`config.mk`:
```
export PLATFORM = sky130hd
export DESIGN_NAME = if_stage
export DESIGN_NICKNAME = d
export VERILOG_FILES = /design/src/rtl/core_pkg.sv /design/src/rtl/if_perf_cnt.sv /design/src/rtl/if_stage.sv
export SDC_FILE = /design/constraint.sdc
export NUM_CORES = 1
export LEC_CHECK = 0
export ABC_CLOCK_PERIOD_IN_PS = 3800
export BUFFER_PORTS_ARGS = -buffer_cell sky130_fd_sc_hd__clkbuf_2
export CORE_MARGIN = 3
export CORE_UTILIZATION = 40
export DETAILED_ROUTE_END_ITERATION = 12
export PLACE_DENSITY = 0.6
export SLEW_MARGIN = 10
export SYNTH_ARGS = -nofsm -noshare
export SYNTH_HDL_FRONTEND = slang
export SYNTH_HIERARCHICAL = 1
export SYNTH_SLANG_ARGS = --single-unit
export TNS_END_PERCENT = 20
```
`constraint.sdc`:
```
create_clock -name clk -period 3.8 [get_ports clk]
set_clock_uncertainty 0.2 [all_clocks]
set_input_delay 0.19 -clock clk [delete_from_list [all_inputs] [get_ports clk]]
set_output_delay 0.19 -clock clk [all_outputs]
set_load 0.01 [all_outputs]
```
`src/rtl/core_pkg.sv`:
```
// Shared core definitions: fetch FSM states, NOP encoding and
// opcode constants used by the fetch stage and the control decoder.
package core_pkg;

    typedef enum logic [2:0] {
        S_IDLE,
        S_REQ,
        S_WAIT,
        S_HOLD,
        S_DRAIN
    } if_state_t;

    localparam logic [31:0] NOP    = 32'h0000_0013;

    localparam logic [6:0]  OP_R   = 7'b0110011;
    localparam logic [6:0]  OP_I   = 7'b0010011;
    localparam logic [6:0]  OP_LW  = 7'b0000011;
    localparam logic [6:0]  OP_SW  = 7'b0100011;
    localparam logic [6:0]  OP_BEQ = 7'b1100011;

endpackage

```
`src/rtl/if_perf_cnt.sv`:
```
// Fetch performance counters: IF/ID loads and dropped responses.
// Only instantiated when IF_PERF_CNT_EN is defined.
module if_perf_cnt (
    input  logic        clk,
    input  logic        rst_n,
    input  logic        fetch_ev,
    input  logic        drop_ev,
    output logic [31:0] perf_fetch_cnt,
    output logic [31:0] perf_drop_cnt
);

    always_ff @(posedge clk or negedge rst_n) begin
        if (!rst_n) begin
            perf_fetch_cnt <= '0;
            perf_drop_cnt  <= '0;
        end else begin
            if (fetch_ev) perf_fetch_cnt <= perf_fetch_cnt + 32'd1;
            if (drop_ev)  perf_drop_cnt  <= perf_drop_cnt + 32'd1;
        end
    end

endmodule

```
`src/rtl/if_stage.sv`:
```
// Instruction fetch stage: PC, single-outstanding imem fetch, IF/ID reg.
// Define IF_PERF_CNT_EN to add the perf_fetch_cnt/perf_drop_cnt outputs.
module if_stage
    import core_pkg::*;
#(
    parameter int              XLEN     = 32,
    parameter logic [XLEN-1:0] RESET_PC = '0
) (
    input  logic            clk,
    input  logic            rst_n,
    output logic            imem_req_valid,
    input  logic            imem_req_ready,
    output logic [XLEN-1:0] imem_req_addr,
    input  logic            imem_resp_valid,
    input  logic [31:0]     imem_resp_data,
    input  logic            redirect_valid,
    input  logic [XLEN-1:0] redirect_pc,
    input  logic            stall,
    output logic            id_valid,
    output logic [31:0]     id_instr,
    output logic [XLEN-1:0] id_pc,
    output logic [6:0]      id_opcode
`ifdef IF_PERF_CNT_EN
    ,
    output logic [31:0]     perf_fetch_cnt,
    output logic [31:0]     perf_drop_cnt
`endif
);

    if_state_t       state;
    logic [XLEN-1:0] pc;
    logic [XLEN-1:0] fetch_pc;
    logic [31:0]     buf_instr;
    logic            accept;
    logic            fetch_ev;
    logic [XLEN-1:0] new_pc;
    logic            unused_pc_lsb;

    assign new_pc        = {redirect_pc[XLEN-1:2], 2'b00};
    assign unused_pc_lsb = ^redirect_pc[1:0];
    assign imem_req_addr = pc;
    assign accept        = imem_req_valid && imem_req_ready;
    assign id_opcode     = id_instr[6:0];

    // A word reaches IF/ID straight from memory or from the hold buffer.
    always_comb begin
        fetch_ev = 1'b0;
        unique case (state)
            S_WAIT:  fetch_ev = imem_resp_valid && !redirect_valid
                                && (!stall || !id_valid);
            S_HOLD:  fetch_ev = !redirect_valid && !stall;
            default: fetch_ev = 1'b0;
        endcase
    end

    always_ff @(posedge clk or negedge rst_n) begin
        if (!rst_n) begin
            state          <= S_IDLE;
            pc             <= RESET_PC;
            fetch_pc       <= RESET_PC;
            buf_instr      <= NOP;
            imem_req_valid <= 1'b0;
            id_valid       <= 1'b0;
            id_instr       <= NOP;
            id_pc          <= RESET_PC;
        end else begin
            if (redirect_valid || !stall) begin
                id_valid <= 1'b0;
                id_instr <= NOP;
            end
            if (fetch_ev) begin
                id_valid <= 1'b1;
                id_instr <= (state == S_HOLD) ? buf_instr : imem_resp_data;
                id_pc    <= fetch_pc;
            end
            if (redirect_valid) pc <= new_pc;
            unique case (state)
                S_IDLE: begin
                    state          <= S_REQ;
                    imem_req_valid <= 1'b1;
                end
                S_REQ: begin
                    if (accept) begin
                        imem_req_valid <= 1'b0;
                        if (redirect_valid) begin
                            state <= S_DRAIN;
                        end else begin
                            pc       <= pc + XLEN'(4);
                            fetch_pc <= pc;
                            state    <= S_WAIT;
                        end
                    end
                end
                S_WAIT: begin
                    if (redirect_valid && !imem_resp_valid) begin
                        state <= S_DRAIN;
                    end else if (redirect_valid || fetch_ev) begin
                        state          <= S_REQ;
                        imem_req_valid <= 1'b1;
                    end else if (imem_resp_valid) begin
                        buf_instr <= imem_resp_data;
                        state     <= S_HOLD;
                    end
                end
                S_HOLD: begin
                    if (redirect_valid || !stall) begin
                        state          <= S_REQ;
                        imem_req_valid <= 1'b1;
                    end
                end
                S_DRAIN: begin
                    if (imem_resp_valid) begin
                        state          <= S_REQ;
                        imem_req_valid <= 1'b1;
                    end
                end
                default: begin
                    state          <= S_IDLE;
                    imem_req_valid <= 1'b0;
                end
            endcase
        end
    end

`ifdef IF_PERF_CNT_EN
    logic drop_ev;

    always_comb begin
        drop_ev = 1'b0;
        unique case (1'b1)
            state == S_WAIT:  drop_ev = imem_resp_valid && redirect_valid;
            state == S_HOLD:  drop_ev = redirect_valid;
            state == S_DRAIN: drop_ev = imem_resp_valid;
            default:          drop_ev = 1'b0;
        endcase
    end

    if_perf_cnt u_perf (
        .clk            (clk),
        .rst_n          (rst_n),
        .fetch_ev       (fetch_ev),
        .drop_ev        (drop_ev),
        .perf_fetch_cnt (perf_fetch_cnt),
        .perf_drop_cnt  (perf_drop_cnt)
    );
`endif

endmodule

```
==> flow_summary.json, run 1 <==
{
  "cts_setup_buffers": 0,
  "die_y_um": 141.2,
  "ys_ff_latch": 165,
  "numCtsBuffers": 17,
  "area_growth_syn_to_layout_pct": 31.26,
  "drive_gt1_share_pct": 33.98,
  "synth_area_per_cell_um2": 11.59,
  "multi_input_area_mm2": 0.002939,
  "hold-path-cell-count": 4,
  "synth-async-reset-ratio_pct": 100.0,
  "wl_mm": 19.61,
  "ios": 175,
  "rr_worst_depth": 5,
  "critPathSlowestCell": "nand4_1",
  "cts_tree": "done",
  "rsz0062_at_grt": "false",
  "yosysTopAreaCellShare_pct": 54.39,
  "hold_path_class": "input port to flop",
  "clkLatencyLatePin_ns": 0.43,
  "register_area_mm2": 0.004136,
  "routabilityCongestion": 0.8909,
  "via_per_inst": 5.234,
  "rows": 48,
  "yosysTopAreaCell": "dfrtp_1",
  "syn_area_mm2": 0.007316,
  "dr.pass1.iters": 5,
  "run_status": "complete, no violations",
  "drc": 0,
  "path_max_fanout": 53,
  "synth_area_leaders": "dfrtp_1, mux2_2, mux2i_1",
  "syn_inst": 631,
  "rrSetupSlack_ns": 1.18,
  "slew_violations": 0,
  "synth_cell_type_count": 45,
  "finalCritPeriodShare_pct": 68.96,
  "p_leak_uw": 0.004906,
  "startpoint_type": "flop",
  "h-tree-depth": 4,
  "grt_pass1_vias": 5807,
  "setup_tns_ns": 0,
  "grt_usage_pct": 19.96,
  "period_needed_ns": 2.620,
  "worstSetupEndpointType": "flop",
  "fin_util_pct": 54.57,
  "finalHoldViolCount": 0,
  "nets": 929,
  "cts_max_path_buffers": 2,
  "final_antenna_net_count": 0,
  "post_drt_wl_per_cell_um": 17.89,
  "fin_cells": 1096,
  "die_area_mm2": 0.01995,
  "maxCapViolCount": 0,
  "crit_chain": "o21ai_0, o21a_1, nand4_1, buf_12, mux2_2",
  "start_util_pct": 41.57,
  "max_stage_delay_ns": 0.55,
  "die_w_um": 141.2,
  "io_buffer_count": 172,
  "slew_headroom_pct": 23.43,
  "syn-num-nets": 702,
  "place_inst": 999,
  "core-area_mm2": 0.01760,
  "worst_slack_ns": 1.180,
  "diodes": 0,
  "synth-seq-area-share_pct": 56.54,
  "r2r-start": "state[0]$_DFFE_PN0P_",
  "ir_worst_vdd_v": 0.0003696,
  "grt_antenna_before_repair": 0,
  "holdCritStartpoint": "imem_req_ready",
  "root_buffer": "clkbuf_16",
  "arrival_ns": 2.73,
  "required_ns": 3.91,
  "synth_ff_type": "dfrtp_1",
  "place_ws_ns": 1.189,
  "synth_enable_flop_cells": 0,
  "fill_cells": 1544,
  "criticalPathCategory": "flop to flop",
  "grt_pass1_wl_mm": 31.71,
  "worstHoldEndpoint": "state[0]$_DFFE_PN0P_",
  "yosys-top-cells-count": "dfrtp_1, nand2_1, mux2_2",
  "dp_hpwl_mm": 13.60,
  "r2r-end": "id_pc[4]$_DFFE_PN0P_",
  "yosys_warnings": 6,
  "dr_total_vias": 5736,
  "setup_viol": 0,
  "drtIter0Drc": 433,
  "clk_pin_slew_ns": 0.06,
  "clock_sinks": 165,
  "power_uw": 5664,
  "tightest_slew_ns": 1.138,
  "power_density_mw_per_mm2": 589.8,
  "max_freq_ghz": 0.3816,
  "grt_max_degree": 102,
  "grt_overflow": 0,
  "synthMostInstantiatedCell": "dfrtp_1"
}
area by class of cell:
class | instances | area share (%)
tap | 225 | 2.932
sequential | 165 | 43.07
timing repair buffer | 249 | 16.87
multi-input combinational | 411 | 30.61
inverter | 14 | 0.5472
clock buffer | 18 | 4.469
clock inverter | 14 | 1.498
registers in the layout (all words and copies together), names as in the netlist:
register / cells
imem_req_addr: 32
buf_instr: 32
fetch_pc: 32
id_instr: 32
state: 3
id_pc: 32
id_valid: 1
imem_req_valid: 1
cells by family after synthesis:
| family | Yosys count | share of synthesized area, % |
|---|---|---|
| buffers and inverters | 55 | 3.438 |
| adders and majority gates | 1 | 0.1710 |
| and+or+nand+nor | 199 | 13.20 |
| muxes | 119 | 17.43 |
| xor gates and xnor gates | 5 | 0.5987 |
| DFF | 165 | 56.54 |
| AOI/OAI and AO/OA | 87 | 8.620 |
report_power, final:
part	switching, uW	internal (uW)
logic	704	684
registers	342	2250
clock network	764	923
per-stage QoR:
step	hold slack (ns)	instance area, um^2
floorplan	-0.3056	7316
CTS	0.1352	9603
global placement	0.1514	8379
global route	0.1894	9603
finish	0.1632	9603
detailed placement	0.1754	8379
per-layer routing:
metal / global-route usage, % / up-vias / wire length, um
met3: 4.308 / 25 / 913
met1: 27.18 / 2832 / 8883
li1: - / 2718 / -
met4: 5.966 / 0 / 338
met5: 0 / - / 0
met2: 32.18 / 161 / 9476
critical path: cells and delay by family, from the launching register on:
family          cells  cell delay [ns]
compound gates      2             0.45
simple gates        1             0.55
buf+inv             1             0.44
flops               1             0.53
mux                 1             0.31
cell usage in the layout (no fill, tap or decap), drive strengths merged, types with 13 or more instances in the layout:
| cell type | count |
|---|---|
| mux2 | 67 |
| inv | 20 |
| dfrtp | 159 |
| mux2i | 52 |
| nor2 | 21 |
| nand3 | 18 |
| nand4 | 14 |
| buf | 13 |
| dlygate4sd3 | 65 |
| o21ai | 23 |
| o2bb2ai | 29 |
| nand2 | 103 |
| clkbuf | 189 |
repair_timing:
item / CTS / global route
hold endpoints to repair: 192 / 0
resized for setup: 0 / 0
endpoints found under the setup margin: 0 / 0
hold buffers: 65 / 0
worst max-delay path by stage:
stage	to	start
floorplan	imem_req_addr[18]$_DFF_PN0_	imem_req_addr[2]$_DFF_PN0_
global placement	id_pc[18]$_DFFE_PN0P_	redirect_valid
detailed placement	id_pc[17]$_DFFE_PN0P_	state[0]$_DFFE_PN0P_
CTS	id_pc[17]$_DFFE_PN0P_	state[0]$_DFFE_PN0P_
global route	id_pc[23]$_DFFE_PN0P_	state[0]$_DFFE_PN0P_
finish	id_pc[4]$_DFFE_PN0P_	state[0]$_DFFE_PN0P_
No activity file was read; power rests on OpenSTA's default activity.
==> inputs of run 2 (changes only) <==
ABC_AREA = 1   (was not set)
ABC_CLOCK_PERIOD_IN_PS = 2200   (was 3800)
PLACE_DENSITY = 0.63   (was 0.6)
clock period = 2.2 ns   (was 3.8 ns; I/O delays follow)
==> run 2 against run 1 <==
- non-clock buffer count rose by 7
- utilization down 0.58 points
- die area rose by 2.4%
- sequential cell count is the same
- clock power is 70% higher
- largest cell class unchanged
- power increased by 16%
- combinational power down 61%
- hold slack got worse by 0.14 ns
- worst setup slack worse by 0.97 ns
- cell count increased by 26%
- synthesized area is 2.5% higher
- critical endpoint is now imem_req_addr[26]$_DFF_PN0_
- register-to-register slack worse by 0.97 ns
==> flow_summary.json, run 2 <==
{
  "run_status": "complete, no violations",
  "routabilityCongestion": 0.8139,
  "synth_enable_flop_cells": 0,
  "power_density_mw_per_mm2": 668.3,
  "rrSetupSlack_ns": 0.21,
  "maxCapViolCount": 0,
  "required_ns": 2.30,
  "synth_area_leaders": "dfrtp_1, nand2_1, o21ai_0",
  "cts_tree": "done",
  "worstSetupEndpointType": "flop",
  "grt_overflow": 0,
  "r2r-start": "imem_req_addr[3]$_DFF_PN0_",
  "clk_pin_slew_ns": 0.07,
  "synth_area_per_cell_um2": 8.223,
  "grt_antenna_before_repair": 0,
  "final_antenna_net_count": 0,
  "yosysTopAreaCell": "dfrtp_1",
  "drive_gt1_share_pct": 21.67,
  "die_area_mm2": 0.02043,
  "synth-seq-area-share_pct": 55.16,
  "path_max_fanout": 5,
  "cts_max_path_buffers": 2,
  "ios": 175,
  "nets": 1207,
  "period_needed_ns": 1.991,
  "io_buffer_count": 172,
  "die_w_um": 142.9,
  "synth_ff_type": "dfrtp_1",
  "finalCritPeriodShare_pct": 90.51,
  "clock_sinks": 165,
  "finalHoldViolCount": 0,
  "clkLatencyLatePin_ns": 0.42,
  "drtIter0Drc": 408,
  "grt_usage_pct": 19.74,
  "area_growth_syn_to_layout_pct": 31.08,
  "drc": 0,
  "root_buffer": "clkbuf_16",
  "slew_violations": 0,
  "diodes": 0,
  "syn-num-nets": 983,
  "grt_max_degree": 65,
  "h-tree-depth": 4,
  "start_util_pct": 41.19,
  "rr_worst_depth": 8,
  "startpoint_type": "flop",
  "cp-startpoint": "imem_req_addr[3]$_DFF_PN0_",
  "die_y_um": 142.9,
  "arrival_ns": 2.10,
  "rows": 49,
  "dr.pass1.iters": 5,
  "yosys_warnings": 6,
  "synthMostInstantiatedCell": "nand2_1",
  "cts_setup_buffers": 0,
  "synth_cell_type_count": 33,
  "place_ws_ns": 0.2221,
  "ys_ff_latch": 165,
  "r2r-end": "imem_req_addr[26]$_DFF_PN0_",
  "worst_slack_ns": 0.2087,
  "yosys-top-cells-count": "nand2_1, dfrtp_1, o21ai_0",
  "synth-async-reset-ratio_pct": 100.0,
  "final_common_cell": "nand2_1",
  "via_per_inst": 4.837,
  "endpoint": "imem_req_addr[26]$_DFF_PN0_",
  "grt_pass1_wl_mm": 32.28,
  "grt_pass1_vias": 6581,
  "dr_total_vias": 6665,
  "slew_headroom_pct": 62.27,
  "ir_worst_vdd_v": 0.0005335,
  "max_freq_ghz": 0.5022,
  "dp_hpwl_mm": 13.22,
  "setup_tns_ns": 0,
  "syn_inst": 912,
  "p_leak_uw": 0.005037,
  "core-area_mm2": 0.01821,
  "rsz0062_at_grt": "false",
  "final_cell_mix": "nand2_1, clkbuf_2, dfrtp_1, o21ai_0, inv_1",
  "numCtsBuffers": 17,
  "wl_mm": 19.36,
  "tightest_slew_ns": 0.5659,
  "criticalPathCategory": "flop to flop",
  "syn_area_mm2": 0.007500,
  "hold_path_class": "input port to asynchronous set/reset pin",
  "yosysTopAreaCellShare_pct": 53.05,
  "post_drt_wl_per_cell_um": 14.05,
  "setup_viol": 0
}
## run 2: cell count changes after synthesis, moves of 29 or more
cell / previous run / this run
inv_1: 14 / 76
nand3_1: 18 / 49
o21ai_1: 0 / 66
o2bb2ai_1: 29 / 0
mux2_2: 67 / 0
mux2i_1: 52 / 3
o21ai_0: 23 / 77
nand2_1: 103 / 302
## run 2: how the worst min path moves through the flow
stage | slack [ns] | cells after the start | start | to
2_1_floorplan | -0.39 | 0 | rst_n | buf_instr[10]$_DFFE_PN0P_
3_3_place_gp | -0.07 | 1 | rst_n | buf_instr[26]$_DFFE_PN0P_
3_5_place_dp | -0.07 | 1 | rst_n | buf_instr[26]$_DFFE_PN0P_
4_1_cts | 0.04 | 2 | rst_n | id_instr[12]$_DFFE_PN0P_
5_1_grt | 0.07 | 2 | rst_n | id_instr[12]$_DFFE_PN0P_
6_report | 0.02 | 2 | rst_n | buf_instr[26]$_DFFE_PN0P_
## run 2: metrics by stage
stage | cell area (um^2) | utilization (%) | std cells | hold WS (ns) | total power, uW
detailed placement | 8586 | 47.15 | 1279 | -0.07443 | 3654
global route | 9831 | 53.99 | 1378 | 0.07465 | 6854
finish | 9831 | 53.99 | 1378 | 0.02296 | 6570
CTS | 9831 | 53.99 | 1378 | 0.03582 | 6648
global placement | 8586 | 47.15 | 1279 | -0.06835 | 3650
floorplan | 7500 | - | 912 | -0.3856 | 3383
## run 2: cell type report
type / instances / area, um^2
fillers: 1676 / 8378
flip-flops and latches: 165 / 4136
multi-input cells: 616 / 2793
repair buffers: 256 / 1740
clock buffers: 19 / 452.9
inverters: 80 / 300.3
well taps: 229 / 286.5
clock inverters: 13 / 121.4
## run 2: layer usage
metal / wire length (um) / global-route usage (%) / vias to the layer above
li1: - / - / 3362
met1: 8882 / 26.86 / 3080
met2: 9059 / 32.32 / 201
met3: 1125 / 3.583 / 22
met4: 296 / 6.053 / 0
met5: 0 / 0 / -
## run 2: logic make-up (layout without fill, tap and decap cells)
family / after synthesis / count (layout) / share of synthesized area (%)
simple gates: 438 / 438 / 24.46
compound gates: 169 / 169 / 11.49
flops: 165 / 165 / 55.16
mux: 3 / 3 / 0.4004
xor+xnor: 5 / 5 / 0.5839
fa+ha+maj: 1 / 1 / 0.1668
buf+inv: 131 / 368 / 7.741
## run 2: repair_timing
item	4_1_cts	5_1_grt
hold endpoints to repair	257	0
hold buffers	67	0
gates resized for setup	0	0
## run 2: power breakdown
part	total [uW]	switching (uW)	leakage (uW)	internal, uW
Combinational	540	306	0.00269	235
Clock	2880	1250	0.000281	1630
Sequential	3150	68.2	0.00206	3080
## run 2: critical path, stage by stage (launching register included)
cell and delay, ns:
dfrtp_1 0.42, ha_1 0.21, nand2_1 0.10, nor2_1 0.20
nand2_1 0.20, nor2_1 0.25, nand3_1 0.14, nor2_1 0.11
a21oi_1 0.05
==> inputs of run 3 (changes only) <==
HOLD_SLACK_MARGIN = 0.15   (was not set)
==> run 3 against run 2 <==
- worst setup slack got worse by 0.062 ns
- hold slack improved by 0.23 ns
- die area did not move
- sequential cell count did not move
- critical path depth fell by 2
- critical path type unchanged
- register-to-register slack got worse by 0.06 ns
- global-route usage rose by 0.057 points
- non-clock buffer count rose by 5
- largest power group unchanged
- via count rose by 0.56%
==> flow_summary.json, run 3 (synthesis gave the netlist of run 2 again) <==
{
  "place_ws_ns": 0.2221,
  "grt_antenna_before_repair": 0,
  "required_ns": 2.36,
  "setup_viol": 0,
  "core-area_mm2": 0.01821,
  "clkLatencyLatePin_ns": 0.42,
  "drive_gt1_share_pct": 21.75,
  "tightest_slew_ns": 0.5689,
  "dr.pass1.iters": 7,
  "wl_mm": 19.45,
  "slew_violations": 0,
  "h-tree-depth": 4,
  "power_uw": 6579,
  "root_buffer": "clkbuf_16",
  "die_area_mm2": 0.02043,
  "grt_usage_pct": 19.80,
  "drtIter0Drc": 401,
  "crit_chain": "nor2_2, nand2_2, nor2_2, o21ai_0, o21ai_0, dlygate4sd3_1",
  "ir_worst_vdd_v": 0.0005339,
  "run_status": "complete, no violations",
  "finalCritPeriodShare_pct": 93.33,
  "clock_sinks": 165,
  "finalHoldViolCount": 0,
  "maxCapViolCount": 0,
  "area_growth_syn_to_layout_pct": 31.85,
  "grt_max_degree": 65,
  "final_cell_mix": "nand2_1, clkbuf_2, dfrtp_1, o21ai_0, inv_1",
  "routabilityCongestion": 0.8139,
  "max_freq_ghz": 0.4870,
  "numCtsBuffers": 17,
  "cts_setup_buffers": 0,
  "ios": 175,
  "period_needed_ns": 2.053,
  "cts_tree": "done",
  "fin_util_pct": 54.31,
  "drc": 0,
  "final_common_cell": "nand2_1",
  "p_leak_uw": 0.005054,
  "worst_slack_ns": 0.1466,
  "hold_path_class": "input port to flop",
  "critPathSlowestCell": "dlygate4sd3_1",
  "arrival_ns": 2.21,
  "cts_max_path_buffers": 2,
  "io_buffer_count": 172,
  "max_stage_delay_ns": 0.57,
  "cpLargestDelayFamily": "simple AND/OR/NAND/NOR gates",
  "criticalPathCategory": "flop to flop",
  "die_y_um": 142.9,
  "start_util_pct": 41.19,
  "grt_overflow": 0,
  "via_per_inst": 4.846,
  "dp_hpwl_mm": 13.22,
  "dr_total_vias": 6702,
  "rows": 49,
  "power_density_mw_per_mm2": 665.3,
  "grt_pass1_vias": 6614,
  "path_max_fanout": 7,
  "grt_pass1_wl_mm": 32.38,
  "clk_pin_slew_ns": 0.07,
  "post_drt_wl_per_cell_um": 14.06,
  "slew_headroom_pct": 62.07,
  "die_w_um": 142.9,
  "final_antenna_net_count": 0,
  "startpoint_type": "flop",
  "nets": 1212,
  "hold_slack_ns": 0.2506,
  "diodes": 0,
  "critPathBufInv": 1,
  "worstSetupEndpointType": "flop"
}
-- run 3: timing repair --
item / 4_1_cts / 5_1_grt
hold buffers: 72 / 0
hold endpoints to repair: 272 / 0
resized for setup: 0 / 2
endpoints found under the setup margin: 0 / 1
-- run 3: through the flow --
step | instances | TNS (ns) | cell area (um^2)
2_1_floorplan | 912 | 0 | 7500
6_report | 1383 | 0 | 9888
5_1_grt | 1383 | -0.006115 | 9888
3_3_place_gp | 1279 | 0 | 8586
3_5_place_dp | 1279 | 0 | 8586
4_1_cts | 1383 | 0 | 9881
-- run 3: report_power, final --
part | switching [uW] | internal, uW
registers | 67.8 | 3080
logic | 307 | 241
clock network | 1250 | 1630
total | 1620 | 4960
-- run 3: area by class of cell --
cell class              count  area [um^2]
repair buffers            261         1790
multi-input cells         616         2800
clock inverters            13        121.4
fillers                  1671         8320
flip-flops and latches    165         4136
inverters                  80        300.3
clock buffers              19        452.9
well taps                 229        286.5
-- run 3: worst paths after layout --
check                                      startpoint                    endpoint  slack [ns]  cells past startpoint
worst max-delay path             state[2]$_DFFE_PN0P_  imem_req_addr[3]$_DFF_PN0_        0.15                      6
worst min-delay path               imem_resp_data[14]   buf_instr[14]$_DFFE_PN0P_        0.25                      4
worst max register to register   state[2]$_DFFE_PN0P_  imem_req_addr[3]$_DFF_PN0_        0.15                      6
worst min register to register  id_pc[19]$_DFFE_PN0P_       id_pc[19]$_DFFE_PN0P_        0.27                      2
max in group asynchronous                       rst_n    buf_instr[0]$_DFFE_PN1P_        0.56                      4
min in group asynchronous                       rst_n   buf_instr[26]$_DFFE_PN0P_        0.56                      3
-- run 3: worst register-to-register path: cells and delay by family, from the launching register on --
family / cells / cell delay (ns)
flops: 1 / 0.41
simple gates: 3 / 0.57
buf+inv: 1 / 0.57
compound gates: 2 / 0.25
-- run 3: per-layer routing --
metal  wire length (um)  track usage [%]
met4                281            6.053
met5                  0                0
met3               1141            3.583
met2               9102            32.47
met1               8920            26.90
